[src/rtl/cpu_phase_sequencer.sv]
// One-hot phase sequencer for the nonpipelined datapath: walks the stage enables,
// stalls the memory phase on mem_busy, counts retired instructions and stall cycles.
module cpu_phase_sequencer #(
  parameter int NUM_PHASES = 5,
  parameter int MEM_PHASE  = 3,
  parameter int CNT_W      = 32
) (
  input  logic                  clk,
  input  logic                  reset,
  input  logic                  run,
  input  logic [CNT_W-1:0]      instr_limit,
  input  logic                  halt_req,
  input  logic                  mem_busy,
  output logic [NUM_PHASES-1:0] phase_en,
  output logic                  running,
  output logic                  done,
  output logic [CNT_W-1:0]      instr_count,
  output logic [CNT_W-1:0]      stall_count
);

  localparam int PTR_W = $clog2(NUM_PHASES);

  localparam logic [1:0] S_IDLE  = 2'd0;
  localparam logic [1:0] S_RUN   = 2'd1;
  localparam logic [1:0] S_STALL = 2'd2;
  localparam logic [1:0] S_DONE  = 2'd3;

  localparam logic [PTR_W-1:0]      LAST_PTR = PTR_W'(NUM_PHASES - 1);
  localparam logic [PTR_W-1:0]      MEM_PTR  = PTR_W'(MEM_PHASE);
  localparam logic [PTR_W-1:0]      PTR_ONE  = PTR_W'(1);
  localparam logic [CNT_W-1:0]      CNT_ONE  = CNT_W'(1);
  localparam logic [NUM_PHASES-1:0] PH_ONE   = NUM_PHASES'(1);

  logic [1:0]            state_q, state_d;
  logic [PTR_W-1:0]      ptr_q, ptr_d;
  logic                  halt_q, halt_d;
  logic [CNT_W-1:0]      icnt_q, icnt_d;
  logic [CNT_W-1:0]      scnt_q, scnt_d;
  logic [NUM_PHASES-1:0] phase_en_q, phase_en_d;
  logic                  running_q, running_d;
  logic                  done_q, done_d;
  logic                  stall_s;
  logic                  limit_hit_s;
  logic                  active_d_s;

  function automatic logic [CNT_W-1:0] sat_inc(input logic [CNT_W-1:0] v);
    return (&v) ? v : (v + CNT_ONE);
  endfunction

  // Next-state, phase pointer and counter update
  always_comb begin
    state_d     = state_q;
    ptr_d       = ptr_q;
    halt_d      = halt_q;
    icnt_d      = icnt_q;
    scnt_d      = scnt_q;
    stall_s     = (ptr_q == MEM_PTR) && mem_busy;
    // instr_limit is live: compared against the count this retire would produce
    limit_hit_s = (instr_limit != '0) && ((icnt_q + CNT_ONE) == instr_limit);
    case (state_q)
      S_IDLE: begin
        if (run) begin
          state_d = S_RUN;
          ptr_d   = '0;
          halt_d  = 1'b0;
          icnt_d  = '0;
          scnt_d  = '0;
        end else begin
          state_d = S_IDLE;
        end
      end
      S_RUN, S_STALL: begin
        halt_d = halt_q | halt_req;
        if (stall_s) begin
          state_d = S_STALL;
          scnt_d  = sat_inc(scnt_q);
        end else if (ptr_q == LAST_PTR) begin
          icnt_d = sat_inc(icnt_q);
          ptr_d  = '0;
          if (halt_q || halt_req || limit_hit_s) begin
            state_d = S_DONE;
          end else begin
            state_d = S_RUN;
          end
        end else begin
          state_d = S_RUN;
          ptr_d   = ptr_q + PTR_ONE;
        end
      end
      S_DONE: begin
        if (!run) begin
          state_d = S_IDLE;
        end else begin
          state_d = S_DONE;
        end
      end
      default: begin
        state_d = S_IDLE;
        ptr_d   = '0;
      end
    endcase
  end

  // Registered output decode from the next state keeps outputs glitch-free
  always_comb begin
    active_d_s = (state_d == S_RUN) || (state_d == S_STALL);
    running_d  = active_d_s;
    done_d     = (state_d == S_DONE);
    if (active_d_s) begin
      phase_en_d = PH_ONE << ptr_d;
    end else begin
      phase_en_d = '0;
    end
  end

  // State and output registers
  always_ff @(posedge clk or negedge reset) begin
    if (!reset) begin
      state_q    <= S_IDLE;
      ptr_q      <= '0;
      halt_q     <= 1'b0;
      icnt_q     <= '0;
      scnt_q     <= '0;
      phase_en_q <= '0;
      running_q  <= 1'b0;
      done_q     <= 1'b0;
    end else begin
      state_q    <= state_d;
      ptr_q      <= ptr_d;
      halt_q     <= halt_d;
      icnt_q     <= icnt_d;
      scnt_q     <= scnt_d;
      phase_en_q <= phase_en_d;
      running_q  <= running_d;
      done_q     <= done_d;
    end
  end

  assign phase_en    = phase_en_q;
  assign running     = running_q;
  assign done        = done_q;
  assign instr_count = icnt_q;
  assign stall_count = scnt_q;

endmodule

[config.mk]
export PLATFORM = sky130hd
export DESIGN_NAME = cpu_phase_sequencer
export DESIGN_NICKNAME = d
export VERILOG_FILES = /design/src/rtl/cpu_phase_sequencer.sv
export SDC_FILE = /design/constraint.sdc
export NUM_CORES = 1
export LEC_CHECK = 0
export ABC_CLOCK_PERIOD_IN_PS = 4700
export BUFFER_PORTS_ARGS = -buffer_cell sky130_fd_sc_hd__buf_2
export CORE_UTILIZATION = 40
export CTS_BUF_LIST = sky130_fd_sc_hd__clkbuf_8
export DETAILED_ROUTE_END_ITERATION = 16
export GPL_TIMING_DRIVEN = 0
export SLEW_MARGIN = 20
export SYNTH_ARGS = -nofsm -noshare
export SYNTH_HDL_FRONTEND = slang
export SYNTH_SLANG_ARGS = --single-unit
[constraint.sdc]
create_clock -name clk -period 4.7 [get_ports clk]
set_input_delay 0.47 -clock clk [delete_from_list [all_inputs] [get_ports clk]]
set_output_delay 0.47 -clock clk [all_outputs]
set_load 0.03 [all_outputs]
==> summary by stage <==
Outcome
The run finished with clean final reports.

Drt
The residual DRC count is 0. The number of routed nets with antenna violations is 0. The mean number of vias per cell is 5.59.

The pre-antenna-repair detailed-routing pass consisted of 5 iterations. The detailed router's first-iteration violation count is 342. The number of vias after detailed routing is ~5000. The routed design has 15100 µm of wire. The detailed-route wire length per cell is 16.8 µm.

Floorplan
The die is 115 µm tall. The floorplan step set the die width to between 100 and 150 µm. The site row count is 40. After floorplanning, the core was sized to cover 12300 µm².

The area of the die is 13300 µm². During I/O placement, the number of pins put on the boundary was 108. The initial core utilization is 41.8%.

CTS
The clock transition at the registers of the reported paths is 0.08 ns. In this run, CTS created clock tree buffers numbering 9. CTS saw 77 sinks. TritonCTS built the clock tree. The clock root buffer is sky130_fd_sc_hd__clkbuf_8. Clock latency on the worst-skew pair, taken at its later pin, is between 0.3 and 0.4 ns.

The H-tree was split into 3 levels. The maximum buffer depth of the clock tree is 2. The post-CTS resize count is 0.

Setup path
The highest fanout seen on the critical path is 8. Data on the critical path is required at its endpoint by 4.96 ns. STA classifies the critical path startpoint as a flip-flop.

STA puts the critical path data arrival time at 4.46 ns. STA classifies the critical path endpoint as a flip-flop. The type of the worst setup path is reg2reg.

Power
VDD sags by at most 0.149 mV. The switching portion of total power is between 40% and 50%. The total design power is 1.92 mW. The clock share of power is 24.5%. Cell internal power was estimated by the tool at approximately 1.1 mW.

The power per unit of standard cell area is between 300 and 400 nW/µm². The power spent charging and discharging nets is between 800 and 900 µW. The combinational power share is 36.1%. Summed over all cells, the static leakage comes to 2.75 nW. The portion of total power attributed to sequential cells is 39.4%.

Timing
The worst clock skew is 0.00950 ns. The worst path needs 4.20 ns of the cycle, external delays included. The relative slew slack is 31.6%. The final hold violation count came to 0.

The number of max-slew violations in the final report is 0. Derived from the worst setup path, the maximum achievable clock frequency is ~240 MHz. For the pin with the worst max-slew slack, the measured transition is ~1.0 ns. The final critical-path share of the clock period is 89.3%. The post-layout worst setup margin is 0.502 ns.

Setup repair after global routing left no endpoint under its margin. The total negative slack is 0 ns. The number of endpoints failing setup at the final stage is 0.

Synthesis
The number of warning messages in the yosys log is 0. By count the netlist is led by sky130_fd_sc_hd__dfrtp_1, sky130_fd_sc_hd__nand2_1, sky130_fd_sc_hd__nor2_1. Of the post-synthesis cell area, the dominant cell type holds a little under two fifths. After synthesis the cells add up to 5130 µm².

The cell type with the highest aggregate area in the netlist is sky130_fd_sc_hd__dfrtp_1. The number of flops mapped to enable cells by yosys is 0. Counting every instance in the synthesized netlist gives 607. After synthesis the netlist holds a flip-flop and latch count of 77. The net count of the mapped netlist is around 650.

The dominant cell by count in the synthesized netlist is sky130_fd_sc_hd__dfrtp_1. The share of flip-flops with an asynchronous set or reset after synthesis is 100%. The most used flip-flop cell after synthesis is sky130_fd_sc_hd__dfrtp_1. The synthesized netlist contains 49 unique library cells. Each instance of the synthesized netlist takes up on average 8.45 µm². By area the synthesized netlist is led by sky130_fd_sc_hd__dfrtp_1, sky130_fd_sc_hd__xor2_1, sky130_fd_sc_hd__xnor2_1, sky130_fd_sc_hd__nand2_1, sky130_fd_sc_hd__a22o_1. Sequential elements use 37.6% of the synthesized area.

Placement
The total of buffers placed on input and output ports is 107. The final weighted congestion of routability-driven global placement is between 0.9 and 1. Summed over all nets, the half-perimeter wirelength after detailed placement is 11400 µm.

The pre-CTS setup slack is 0.507 ns.

Layout
Of the cells placed in the final design, the portion with a size suffix greater than 1 is 20.6%. From synthesis to final layout, the design area changed by 18.8%. The number of filler cells placed in the layout is 1201. In the final design database the tool counted 773 nets.

GRT
The global-route wire length before repair is 24500 µm. The number of global-route vias before repair is 4736. The total overflow left after global routing is 0. The number of antenna violations at the first check in global routing came to 1. The global routing usage summed across all routing layers is 23.8%. Entering global routing, the biggest net connects 59 pins.

Flow run
The number of max-cap violations is 0.

Min path
The worst min-delay path class is in2reg.
cells in the final DEF (no fill, tap or decap), types with 3 or more instances in the layout:
cell type,n
sky130_fd_sc_hd__a21o_1,4
sky130_fd_sc_hd__buf_2,121
sky130_fd_sc_hd__o211ai_1,4
sky130_fd_sc_hd__clkbuf_1,24
sky130_fd_sc_hd__and3_1,13
sky130_fd_sc_hd__a22oi_1,3
sky130_fd_sc_hd__ha_1,9
sky130_fd_sc_hd__xnor2_1,33
sky130_fd_sc_hd__nand2b_1,5
sky130_fd_sc_hd__and3b_1,3
sky130_fd_sc_hd__nand4_1,32
sky130_fd_sc_hd__inv_1,12
sky130_fd_sc_hd__o21ai_0,39
sky130_fd_sc_hd__or3_1,13
sky130_fd_sc_hd__nand3_1,35
sky130_fd_sc_hd__nor2_1,44
sky130_fd_sc_hd__nor3_1,21
sky130_fd_sc_hd__a22o_1,25
sky130_fd_sc_hd__nand2_1,68
sky130_fd_sc_hd__nor4_1,17
sky130_fd_sc_hd__or2_2,7
sky130_fd_sc_hd__dfrtp_1,77
sky130_fd_sc_hd__a21oi_1,17
sky130_fd_sc_hd__o31ai_1,9
sky130_fd_sc_hd__clkbuf_8,10
sky130_fd_sc_hd__or4_1,3
sky130_fd_sc_hd__a31oi_1,3
sky130_fd_sc_hd__and4_1,6
sky130_fd_sc_hd__xor2_1,38
logic make-up after synthesis:
kind of cell / after synthesis / synth area share [%]
AND/OR/NAND/NOR: 281 / 28.7
AO/OA/AOI/OAI: 118 / 15.2
flip-flops: 77 / 37.6
XOR/XNOR: 71 / 12.1
buffers and inverters: 51 / 4.17
adder cells (fa/ha/maj): 9 / 2.20
final timing paths:
path | from | endpoint | slack, ns | cells after the start
max in group asynchronous | reset | instr_count[25] | 3.59 | 3
setup reg to reg | instr_count[0] | phase_en[3] | 0.50 | 11
min in group asynchronous | reset | instr_count[3] | 0.54 | 2
hold / removal | halt_req | halt_q | 0.37 | 3
setup / recovery | instr_count[0] | phase_en[3] | 0.50 | 11
hold reg to reg | halt_q | halt_q | 0.52 | 2
routing by layer:
metal	track usage, %	vias up	part of all wire [%]
met1	34.1	2419	48
met2	36.7	164	45
met5	0	-	0
met3	4.69	13	5.7
met4	6.23	0	1.2
li1	-	2440	-
power groups by stage:
stage               clock [mW]  sequential (mW)  combinational (mW)
CTS                      0.483            0.754               0.689
finish                   0.470            0.754               0.691
global placement             0            0.765               0.670
global route             0.511            0.762               0.760
detailed placement           0            0.767               0.684
floorplan                    0            0.822               0.378
final cells by class:
class	instances	area, µm²	area share [%]
inverters	11	41.3	0.678
flip-flops and latches	77	1930	31.6
plain buffers	40	173	2.83
well taps	168	210	3.45
repair buffers	109	576	9.45
multi-input cells	479	2990	49.0
clock buffers	10	138	2.26
clock inverters	6	37.5	0.616
diodes	1	2.50	0.0411
flip-flops by register name, indices dropped and copies added, names as in the netlist:
signal,count
ptr_q,3
halt_q,1
running,1
instr_count,32
phase_en,5
state_q,2
done,1
stall_count,32
worst max-delay path: stages (launching register included):
cell                       delay (ns)
sky130_fd_sc_hd__dfrtp_1         0.53
sky130_fd_sc_hd__ha_1            0.39
sky130_fd_sc_hd__nand4_4         0.18
sky130_fd_sc_hd__nor4_1          0.86
sky130_fd_sc_hd__nand4_1         0.31
sky130_fd_sc_hd__xnor2_1         0.27
sky130_fd_sc_hd__nand4_1         0.12
sky130_fd_sc_hd__or4_1           0.55
sky130_fd_sc_hd__o21ai_1         0.18
sky130_fd_sc_hd__ha_1            0.29
sky130_fd_sc_hd__o211ai_1        0.18
sky130_fd_sc_hd__and3b_1         0.22
through the flow:
step	instances	util, %	hold WS (ns)	cell area [µm²]
6_report	901	49.7	0.373	6090
5_1_grt	900	49.7	0.381	6090
4_1_cts	900	49.7	0.366	6090
3_5_place_dp	883	48.2	0.385	5900
3_3_place_gp	882	47.9	0.487	5870
2_1_floorplan	607	-	0.174	5130
repair_timing:
action                    in CTS  in global routing
hold buffers                   1                  0
hold endpoints to repair      14                  0
buffers inserted               0                  0
No activity file was read; power rests on OpenSTA's default activity.
